### src/rtl/pp_axis2mat_frame_sched.sv
// Frame-level controller for the AxiStream2MatStream converter: derives per-frame
// FIFO parameters from the frame geometry and sequences the converter handshake.
module pp_axis2mat_frame_sched #(
    parameter int PIX_PER_WORD = 8,
    parameter int FCNT_W       = 16
) (
    input  logic              ap_clk,
    input  logic              ap_rst_n,
    input  logic              cfg_start,
    input  logic [31:0]       cfg_width,
    input  logic [31:0]       cfg_height,
    input  logic [FCNT_W-1:0] cfg_num_frames,
    input  logic              cfg_stop,
    output logic              busy,
    output logic              err_cfg,
    output logic [FCNT_W-1:0] frames_done,
    output logic [31:0]       rows_din,
    input  logic              rows_full_n,
    output logic              rows_write,
    output logic [31:0]       cols_bound_per_npc_din,
    input  logic              cols_bound_per_npc_full_n,
    output logic              cols_bound_per_npc_write,
    output logic [3:0]        last_blk_width,
    output logic              conv_ap_start,
    input  logic              conv_ap_done,
    input  logic              conv_ap_ready,
    output logic              conv_ap_continue
);
    localparam int LOG2_PPW = $clog2(PIX_PER_WORD);

    typedef enum logic [2:0] {S_IDLE, S_CALC, S_PUSH, S_RUN, S_ACK} state_t;

    state_t            state_q, state_d;
    logic [31:0]       width_q, width_d;
    logic [31:0]       height_q, height_d;
    logic [FCNT_W-1:0] num_frames_q, num_frames_d;
    logic [31:0]       rows_din_q, rows_din_d;
    logic [31:0]       cols_din_q, cols_din_d;
    logic [3:0]        lbw_q, lbw_d;
    logic              rows_done_q, rows_done_d;
    logic              cols_done_q, cols_done_d;
    logic [FCNT_W-1:0] frames_done_q, frames_done_d;
    logic [FCNT_W-1:0] run_cnt_q, run_cnt_d;
    logic              err_q, err_d;
    logic              stop_q, stop_d;

    // Ready always coincides with done, so done alone drives the FSM.
    logic unused_ready;
    assign unused_ready = conv_ap_ready;

    function automatic logic [FCNT_W-1:0] sat_inc(input logic [FCNT_W-1:0] v);
        return (&v) ? v : v + 1'b1;
    endfunction

    // Ceil(width / PIX_PER_WORD) without forming width + PIX_PER_WORD - 1,
    // so a 32-bit datapath cannot overflow even at width = 2^32-1.
    function automatic logic [31:0] words_per_row(input logic [31:0] w);
        return (w >> LOG2_PPW) + {31'd0, |w[LOG2_PPW-1:0]};
    endfunction

    function automatic logic [3:0] tail_pixels(input logic [LOG2_PPW-1:0] rem);
        return (rem == '0) ? 4'(PIX_PER_WORD) : 4'(rem);
    endfunction

    assign busy                     = (state_q != S_IDLE);
    assign conv_ap_start            = (state_q == S_RUN);
    assign conv_ap_continue         = (state_q == S_ACK);
    assign rows_write               = (state_q == S_PUSH) && !rows_done_q && rows_full_n;
    assign cols_bound_per_npc_write = (state_q == S_PUSH) && !cols_done_q && cols_bound_per_npc_full_n;
    assign err_cfg                  = err_q;
    assign frames_done              = frames_done_q;
    assign rows_din                 = rows_din_q;
    assign cols_bound_per_npc_din   = cols_din_q;
    assign last_blk_width           = lbw_q;

    always_comb begin
        state_d       = state_q;
        width_d       = width_q;
        height_d      = height_q;
        num_frames_d  = num_frames_q;
        rows_din_d    = rows_din_q;
        cols_din_d    = cols_din_q;
        lbw_d         = lbw_q;
        rows_done_d   = rows_done_q;
        cols_done_d   = cols_done_q;
        frames_done_d = frames_done_q;
        run_cnt_d     = run_cnt_q;
        err_d         = err_q;
        stop_d        = stop_q;

        if (busy && cfg_stop) stop_d = 1'b1;

        case (state_q)
            S_IDLE: begin
                if (cfg_start) begin
                    width_d       = cfg_width;
                    height_d      = cfg_height;
                    num_frames_d  = cfg_num_frames;
                    frames_done_d = '0;
                    run_cnt_d     = '0;
                    err_d         = 1'b0;
                    stop_d        = 1'b0;
                    state_d       = S_CALC;
                end
            end
            S_CALC: begin
                lbw_d = tail_pixels(width_q[LOG2_PPW-1:0]);
                if (width_q == '0 || height_q == '0) begin
                    err_d   = 1'b1;
                    state_d = S_IDLE;
                end else begin
                    rows_din_d  = height_q;
                    cols_din_d  = words_per_row(width_q);
                    rows_done_d = 1'b0;
                    cols_done_d = 1'b0;
                    state_d     = S_PUSH;
                end
            end
            S_PUSH: begin
                if (rows_write)               rows_done_d = 1'b1;
                if (cols_bound_per_npc_write) cols_done_d = 1'b1;
                if (rows_done_d && cols_done_d) state_d = S_RUN;
            end
            S_RUN: begin
                if (conv_ap_done) state_d = S_ACK;
            end
            S_ACK: begin
                frames_done_d = sat_inc(frames_done_q);
                run_cnt_d     = run_cnt_q + 1'b1;
                // The run counter wraps freely; frames_done saturates for reporting only.
                if (stop_q || cfg_stop || (num_frames_q != '0 && run_cnt_d == num_frames_q)) begin
                    state_d = S_IDLE;
                end else begin
                    rows_done_d = 1'b0;
                    cols_done_d = 1'b0;
                    state_d     = S_PUSH;
                end
            end
            default: state_d = S_IDLE;
        endcase
    end

    always_ff @(posedge ap_clk) begin
        if (!ap_rst_n) begin
            state_q       <= S_IDLE;
            width_q       <= '0;
            height_q      <= '0;
            num_frames_q  <= '0;
            rows_din_q    <= '0;
            cols_din_q    <= '0;
            lbw_q         <= '0;
            rows_done_q   <= 1'b0;
            cols_done_q   <= 1'b0;
            frames_done_q <= '0;
            run_cnt_q     <= '0;
            err_q         <= 1'b0;
            stop_q        <= 1'b0;
        end else begin
            state_q       <= state_d;
            width_q       <= width_d;
            height_q      <= height_d;
            num_frames_q  <= num_frames_d;
            rows_din_q    <= rows_din_d;
            cols_din_q    <= cols_din_d;
            lbw_q         <= lbw_d;
            rows_done_q   <= rows_done_d;
            cols_done_q   <= cols_done_d;
            frames_done_q <= frames_done_d;
            run_cnt_q     <= run_cnt_d;
            err_q         <= err_d;
            stop_q        <= stop_d;
        end
    end

endmodule
### config.mk
export PLATFORM = sky130hd
export DESIGN_NAME = pp_axis2mat_frame_sched
export DESIGN_NICKNAME = d
export VERILOG_FILES = /design/src/rtl/pp_axis2mat_frame_sched.sv
export SDC_FILE = /design/constraint.sdc
export NUM_CORES = 1
export LEC_CHECK = 0
export BUFFER_PORTS_ARGS = -buffer_cell sky130_fd_sc_hd__buf_4
export CORE_AREA = 8 8 188 190
export DETAILED_ROUTE_END_ITERATION = 16
export DIE_AREA = 0 0 196 198
export GPL_TIMING_DRIVEN = 1
export MAX_ROUTING_LAYER = met4
export PLACE_DENSITY_LB_ADDON = 0.12
export SETUP_SLACK_MARGIN = 0.5
export SLEW_MARGIN = 5
export SYNTH_ARGS = -nofsm -noshare
export SYNTH_HDL_FRONTEND = slang
export SYNTH_SLANG_ARGS = --single-unit
### constraint.sdc
create_clock -name ap_clk -period 3.35 [get_ports ap_clk]
set_input_delay 0.5025 -clock ap_clk [delete_from_list [all_inputs] [get_ports ap_clk]]
set_output_delay 0.5025 -clock ap_clk [all_outputs]
set_load 0.1 [all_outputs]
Word level (Yosys, flattened, before mapping)

Index checks and enable logic that the tools add are counted.

Register bits: 187
Output and inout port bits: 90

Equality and inequality tests: 12
Add/subtract/negate cells: 3
Bitwise logic cells: 1
Reductions and logical operators: 30
Multiplexer cells: 25

Operators with widths:

| kind                                                 | number |
|---|---|
| zero test 32 bit                                     | 2 |
| case mux 16 bit (2 select lines)                     | 2 |
| adder 16 x 1 -> 16 bit (second input constant)       | 2 |
| 2-to-1 mux 16 bit                                    | 2 |
| adder 29 x 1 -> 30 bit                               | 1 |
| equality test 16 bit                                 | 1 |
| AND reduction 16 bit                                 | 1 |
| nonzero test 16 bit                                  | 1 |
| case mux 3 bit (5 select lines)                      | 1 |
| AND reduction 3 bit                                  | 4 |
| 2-to-1 mux 1 bit                                     | 11 |
| != test 2 bit (second input constant)                | 5 |
| 2-to-1 mux 3 bit                                     | 3 |
| logical AND 1 bit                                    | 7 |
| equality test 3 x 2 -> 1 bit (second input constant) | 2 |
| zero test 3 bit                                      | 2 |
| case mux 1 bit (3 select lines)                      | 2 |
| AND reduction 2 bit                                  | 3 |
| nonzero test 3 bit                                   | 2 |
| 2-to-1 mux 2 bit                                     | 2 |
| 2-to-1 mux 4 bit                                     | 1 |
| != test 2 x 1 -> 1 bit (second input constant)       | 2 |
| nonzero test 2 bit                                   | 2 |
| equality test 3 x 1 -> 1 bit (second input constant) | 1 |
| 6 further kinds                                      | 9 |

Logic depth before layout (Yosys ltp)

Gate-level depths: netlist (run 1).

Depth in word-level cells: 8
Gate-level depth with buffers: 11

Least setup slack after synthesis (run 1)

Ideal clock, no wire load.

Path kind: reg2reg
Start point: reg frames_done_q[8] (netlist: frames_done[8])
End point: reg frames_done_q[9] (netlist: frames_done[9])
Setup time: 0.070 ns
Stages on the path, launching flop included: 7
Slack: 0.751 ns
Data arrival time: 2.529 ns
Path buffers: 0
Period minus slack after synthesis: 2.599 ns
Cells stage by stage: dfxtp_1 > and4_1 > and4_1 > a41oi_1 > o2111ai_1 > o21ai_0 > a21oi_1

Word-level cells in the longest chain between the ends: 3
Elaborated cells on any way between the ends: 6
Classes of those cells: add/sub (1); eq/ne (1); mux (2); reduce/logical (2)

Ends and longest elaborated chain:

| item                                                                    | line | text |
|---|---|---|
| start: declaration                                                      | 42   | `logic [FCNT_W-1:0] frames_done_q, frames_done_d;` |
| start signal: assignment                                                | 168  | `frames_done_q <= frames_done_d;` |
| adder 16 x 1 -> 16 bit or AND reduction 16 bit (tied branches)          | 52   | `return (&v) ? v : v + 1'b1;` |
| 2-to-1 mux 16 bit or != test 2 bit (tied branches)                      | n/a  |  |
| case mux 16 bit (2 select lines) or AND reduction 3 bit (tied branches) | n/a  |  |

Parallel ways exist; a longest one is shown, timed or not. The select of a mux whose other input is x is not followed.
A chain may end at the register's enable or synchronous reset.

Final worst setup path (run 1)

Start point: reg run_cnt_q[0]
End point: reg state_q[1]

Word-level cells in the longest chain between the ends: 6

Ends and longest elaborated chain:

| item                            | line | text |
|---|---|---|
| start: declaration              | 43   | `logic [FCNT_W-1:0] run_cnt_q, run_cnt_d;` |
| start signal: assignment        | 169  | `run_cnt_q <= run_cnt_d;` |
| adder 16 x 1 -> 16 bit          | 129  | `run_cnt_d = run_cnt_q + 1'b1;` |
| equality test 16 bit            | 131  | `if (stop_q \|\| cfg_stop \|\| (num_frames_q != '0 && run_cnt_d == num_frames_q)) begin` |
| logical AND 1 bit               | 131  |  |
| logical OR 1 bit                | 131  |  |
| 2-to-1 mux 2 bit                | 131  |  |
| case mux 3 bit (5 select lines) | 93   | `case (state_q)` |
| end signal: assignment          | 159  | `state_q <= state_d;` |
| end: declaration                | 33   | `state_t state_q, state_d;` |

Every way passes these cells.

==> impl_metrics.yaml, run 1 <==
sta:
  clock.fmax_mhz: 374
  period_share_pct: 79.8
  rsz0062_at_grt: "yes"
  fin_setup_tns_ns: 0
  worst_slew_pin_slew_ns: 0.694
  fin_skew_ns: 0.0181
  drv_slew: 0
  final-hold-violation-count: 0
  report.final.setup_viol: 0
  maxSlewHeadroom_pct: 53.7
  min_period_ns: 2.67
worst_setup_path:
  critPathArrivalTime_ns: 2.99
  path_max_fanout: 7
  cp-startpoint: "run_cnt_q[0]"
  worstReg2RegEnd: "state_q[1]"
  rrSetupSlack_ns: 0.68
  required_ns: 3.67
  r2r-start: "run_cnt_q[0]"
  critPathCapture: "state_q[1]"
  cp-start-kind: "register"
  cp-end-kind: "register"
  worstRegToRegCells: 8
  crit_type: "reg2reg"
logic_synthesis:
  synth_edf_count: 0
  ys_ff_latch: 185
  yosys.area.top_type_share_pct: 46.7
  avgSynthCellArea_um2: 8.08
  synth-warning-count: 0
  ys_async_sr_fraction_pct: 0
  synth-main-ff-cell: "dfxtp_1"
  synth-seq-area-share_pct: 46.7
  yosys-top-cells-area: "dfxtp_1, nand2_1, a21oi_1"
  synth.cell_area_um2: 7930
  yosys.area.top_type: "dfxtp_1"
  synthCells: 982
  synth_cell_type_count: 45
finish:
  layout_common_cells: "nand2_1, dfxtp_1, buf_4"
  stdcell_count: 1542
  fill_cells: 3501
  fin_nets: 1213
  antenna_cells: 0
  drive_gt1_share_pct: 20.0
  area_growth_syn_to_layout_pct: 29.5
  final_common_cell: "nand2_1"
floorplanning:
  start_util_pct: 24.6
  die_x_um: 196
  die_h_um: 198
  core_um2: 32200
  dieArea_um2: 38800
  pin_count: 178
  row_count: 66
power_and_ir_drop:
  p_leak_nw: 3.94
  intPower_w: 0.00418
  p_comb_share_pct: 32.5
  p_seq_share_pct: 37.1
  power_density_nw_per_um2: 705
  ir_drop_v: 0.000328
  power_switching_w: 0.00306
  clkPwrFrac_pct: 30.5
  swShare_pct: 42.3
placement:
  place_inst: 1510
  io_buffers: 174
  place_congestion: 0.780
  hpwl_um: 17900
detailed_routing:
  dr.first_iter.drc_count: 293
  dr.pass1.iters: 4
  wire_per_inst_um: 16.5
  drc: 0
  vias_per_cell: 4.61
  wirelength_um: 25400
  vias: 7114
  antenna_left: 0
clocking:
  cts.sinks: 185
  cts_max_level: 4
  cts_buffer_depth: 2
  cts_buffers: 17
  cts_tree: "yes"
  clock_latency_ns: 0.43
  clk_pin_slew_ns: 0.09
  root_buffer: "clkbuf_16"
  post_cts_buffers: 0
global_routing:
  grt_pass1_vias: 6896
  overflow: 0
  gr-usage-all-layers_pct: 13.3
  grt_pass1_wl_um: 40000
  grt_antenna_before_repair: 0
  grt_max_degree: 77
worst_hold_path:
  hp-class: "in2reg"
job:
  drv_cap: 0
status:
  status: "finished, final reports clean"
## registers in the layout, summed over array words and instances, names as in the netlist
name / cells
stop_q: 1
state_q: 3
last_blk_width: 4
height_q: 32
cols_done_q: 1
rows_done_q: 1
num_frames_q: 16
cols_bound_per_npc_din: 30
err_cfg: 1
width_q: 32
run_cnt_q: 16
frames_done: 16
rows_din: 32
## area by class of cell
cell class              instances  area (µm²)  share of cell area (%)
clock inverters                15         220                    2.14
inverters                      14        57.6                   0.560
well taps                     408         510                    4.97
flip-flops and latches        185        3700                    36.1
clock buffers                  17         425                    4.14
multi-input cells             721        3960                    38.6
repair buffers                182        1390                    13.5
## what timing repair did
action	CTS	global route
cloned	0	0
hold buffers	0	0
pin swaps	0	1
gates resized for setup	1	3
setup endpoints to repair	3	16
## worst max-delay path: stages, from the launching register on
cell,delay [ns]
dfxtp_1,0.44
ha_2,0.29
nand3_1,0.20
or4_4,0.54
xnor2_1,0.19
o2111ai_1,0.15
nor4_2,0.25
a21oi_1,0.19
o311a_1,0.31
## power by group through the flow
| stage | clock (W) | sequential [W] | combinational (W) |
|---|---|---|---|
| 2_1_floorplan | 0 | 0.00350 | 0.000962 |
| 3_3_place_gp | 0 | 0.00274 | 0.00239 |
| 3_5_place_dp | 0 | 0.00274 | 0.00240 |
| 4_1_cts | 0.00229 | 0.00269 | 0.00240 |
| 5_1_grt | 0.00237 | 0.00273 | 0.00252 |
| 6_report | 0.00220 | 0.00268 | 0.00235 |
## worst min-delay path by stage
stage | startpoint | end | slack (ns) | depth (start not counted)
after global placement | cols_bound_per_npc_din[19] | cols_bound_per_npc_din[19] | 0.46 | 2
after CTS | cfg_height[10] | height_q[10] | 0.28 | 3
after global routing | cfg_height[14] | height_q[14] | 0.29 | 3
final | cfg_height[14] | height_q[14] | 0.31 | 3
after floorplan | num_frames_q[3] | num_frames_q[3] | 0.44 | 2
after detailed placement | height_q[31] | height_q[31] | 0.47 | 2
## cells by family (layout without fill, tap and decap cells)
family / after synthesis / after routing / share of synthesized area, %
compound gates: 180 / 180 / 13.0
xor+xnor: 55 / 55 / 6.07
fa+ha+maj: 4 / 4 / 0.631
buf+inv: 77 / 228 / 3.88
flops: 185 / 185 / 46.7
mux: 41 / 41 / 5.17
other cells: 1 / 2 / 0.0473
simple gates: 439 / 439 / 24.5
## metrics by stage
step | setup WS [ns] | util [%] | instance area (µm²) | power [W] | hold slack [ns]
5_1_grt | 0.463 | 31.9 | 10300 | 0.00762 | 0.288
4_1_cts | 0.503 | 31.8 | 10300 | 0.00738 | 0.279
6_report | 0.675 | 31.9 | 10300 | 0.00724 | 0.306
3_5_place_dp | 0.452 | 29.8 | 9600 | 0.00514 | 0.465
3_3_place_gp | 0.490 | 29.8 | 9600 | 0.00513 | 0.461
2_1_floorplan | 0.751 | - | 7940 | 0.00446 | 0.444
## cells in the mapped netlist, types with 12 or more instances
library cell and number:
a211oi_1 27, a21oi_1 110, and3_1 12, clkbuf_1 50, dfxtp_1 185, inv_1 13
mux2i_1 41, nand2_1 202, nand3_1 26, nand4_1 14, nor2_1 112, nor3_1 16
nor4_1 23, o21ai_0 23, xnor2_1 33, xor2_1 22
## routing by layer
metal	vias up	part of all wire (%)	track usage, %
met4	0	1.2	3.48
met2	134	44	19.8
met3	21	5.1	3.14
met5	-	0	-
met1	3313	50	17.8
li1	3646	-	-
(Power assumes the default switching activity.)
==> run 2, diff against run 1 <==
==> constraint.sdc (replaced) <==
create_clock -name ap_clk -period 2.79 [get_ports ap_clk]
set_input_delay 0.4185 -clock ap_clk [delete_from_list [all_inputs] [get_ports ap_clk]]
set_output_delay 0.4185 -clock ap_clk [all_outputs]
set_load 0.1 [all_outputs]
==> run 2 against run 1 <==
Effect of this change: critical path depth unchanged; sequential power grew 21%; worst setup slack got worse by 0.28 ns; critical endpoint unchanged; largest power group unchanged; hold slack got worse by 0.088 ns; die area is the same; register-to-register slack worse by 0.28 ns; non-clock buffer count rose by 26; wire length is 3.6% higher; via count is 1.3% higher; core utilization rose by 1.1 points.
==> impl_metrics.yaml, run 2 (same netlist as run 1, synthesis figures left out) <==
status:
  status: "finished, final reports clean"
detailed_routing:
  antenna_left: 0
  vias: 7208
  wire_per_inst_um: 16.8
  drc: 0
  dr.pass1.iters: 4
  dr.first_iter.drc_count: 325
  wirelength_um: 26300
  vias_per_cell: 4.60
finish:
  stdcell_area_um2: 10600
  stdcell_count: 1568
  antenna_cells: 0
  fin_nets: 1239
  area_growth_syn_to_layout_pct: 33.8
  fill_cells: 3494
  final_common_cell: "buf_4"
  drive_gt1_share_pct: 24.9
  layout_common_cells: "buf_4, nand2_1, dfxtp_1"
sta:
  drv_slew: 0
  fin_skew_ns: 0.0219
  worst_slew_pin_slew_ns: 0.653
  report.final.setup_viol: 0
  maxSlewHeadroom_pct: 56.5
  timing.final.ws_setup_ns: 0.391
  period_share_pct: 86.0
  fin_setup_tns_ns: 0
  rsz0062_at_grt: "yes"
  clock.fmax_mhz: 417
  holdWs_ns: 0.218
  final-hold-violation-count: 0
  min_period_ns: 2.40
global_routing:
  gr-usage-all-layers_pct: 13.6
  grt_pass1_wl_um: 40900
  grt_max_degree: 83
  overflow: 0
  grt_antenna_before_repair: 0
  grt_pass1_vias: 7102
floorplanning:
  row_count: 66
  die_h_um: 198
  start_util_pct: 24.6
  die_x_um: 196
  dieArea_um2: 38800
  pin_count: 178
  core_um2: 32200
clocking:
  clock_latency_ns: 0.44
  cts.sinks: 185
  cts_max_level: 4
  cts_tree: "yes"
  cts_hold_repair.buffers: 0
  cts_buffers: 17
  root_buffer: "clkbuf_16"
  clk_pin_slew_ns: 0.09
  cts_buffer_depth: 2
power_and_ir_drop:
  p_comb_share_pct: 33.8
  power_density_nw_per_um2: 828
  p_leak_nw: 4.07
  intPower_w: 0.00502
  power_switching_w: 0.00377
  ir_drop_v: 0.000405
  swShare_pct: 42.8
  clkPwrFrac_pct: 29.4
  p_seq_share_pct: 36.7
worst_setup_path:
  cp-start-kind: "register"
  path_max_fanout: 6
  critPathCapture: "state_q[1]"
  worstReg2RegEnd: "state_q[1]"
  critPathArrivalTime_ns: 2.72
  required_ns: 3.11
  cp-startpoint: "run_cnt_q[0]"
  worstRegToRegCells: 8
  crit_type: "reg2reg"
  cp-end-kind: "register"
  r2r-start: "run_cnt_q[0]"
  rrSetupSlack_ns: 0.39
placement:
  placed_area_um2: 9780
  place_congestion: 0.790
  hpwl_um: 18100
  dpl_worst_slack_ns: 0.0887
  place_inst: 1527
  io_buffers: 174
job:
  drv_cap: 0
worst_hold_path:
  hp-class: "in2reg"
[run 2: final cells by class]
type / count / area, µm² / share of cell area [%]
well taps: 408 / 510 / 4.81
inverters: 14 / 61.3 / 0.578
clock inverters: 15 / 209 / 1.97
flip-flops and latches: 185 / 3730 / 35.1
clock buffers: 17 / 425 / 4.01
multi-input cells: 721 / 4060 / 38.3
repair buffers: 208 / 1620 / 15.3
[run 2: worst min path at each step]
stage / to / startpoint / slack, ns / cells past startpoint
2_1_floorplan: num_frames_q[3] / num_frames_q[3] / 0.44 / 2
3_3_place_gp: err_cfg / err_cfg / 0.46 / 2
3_5_place_dp: height_q[3] / height_q[3] / 0.46 / 2
4_1_cts: height_q[10] / cfg_height[10] / 0.19 / 3
5_1_grt: height_q[18] / cfg_height[18] / 0.20 / 3
6_report: height_q[10] / cfg_height[10] / 0.22 / 3
[run 2: metal layers]
| metal | wire (µm) | GRT usage, % |
|---|---|---|
| met3 | 1120 | 3.19 |
| met4 | 158 | 2.84 |
| met5 | 0 | - |
| met2 | 12200 | 21.2 |
| met1 | 12900 | 17.7 |
[run 2: critical path, stage by stage, from the launching register on]
cell	delay (ns)
dfxtp_4	0.39
ha_4	0.17
nand3_2	0.09
or4_4	0.56
xnor2_2	0.16
o2111ai_2	0.16
nor4_4	0.33
a21oi_2	0.12
o311a_1	0.30
[run 2: power groups by stage]
stage / logic [W] / registers (W) / clock network (W)
6_report: 0.00297 / 0.00323 / 0.00259
5_1_grt: 0.00319 / 0.00328 / 0.00279
4_1_cts: 0.00294 / 0.00323 / 0.00269
3_5_place_dp: 0.00293 / 0.00329 / 0
3_3_place_gp: 0.00292 / 0.00329 / 0
2_1_floorplan: 0.00116 / 0.00420 / 0
[run 2: per-stage QoR]
step / utilization (%) / total power (W)
floorplan: - / 0.00536
global placement: 30.4 / 0.00621
detailed placement: 30.4 / 0.00622
CTS: 32.4 / 0.00887
global route: 33.0 / 0.00926
finish: 33.0 / 0.00879
[run 2: what timing repair did]
| item | CTS | global route |
|---|---|---|
| endpoints found under the setup margin | 5 | 62 |
| pin swaps | 2 | 8 |
| setup buffers | 1 | 7 |
| gates cloned | 0 | 1 |
| gates resized for setup | 8 | 18 |
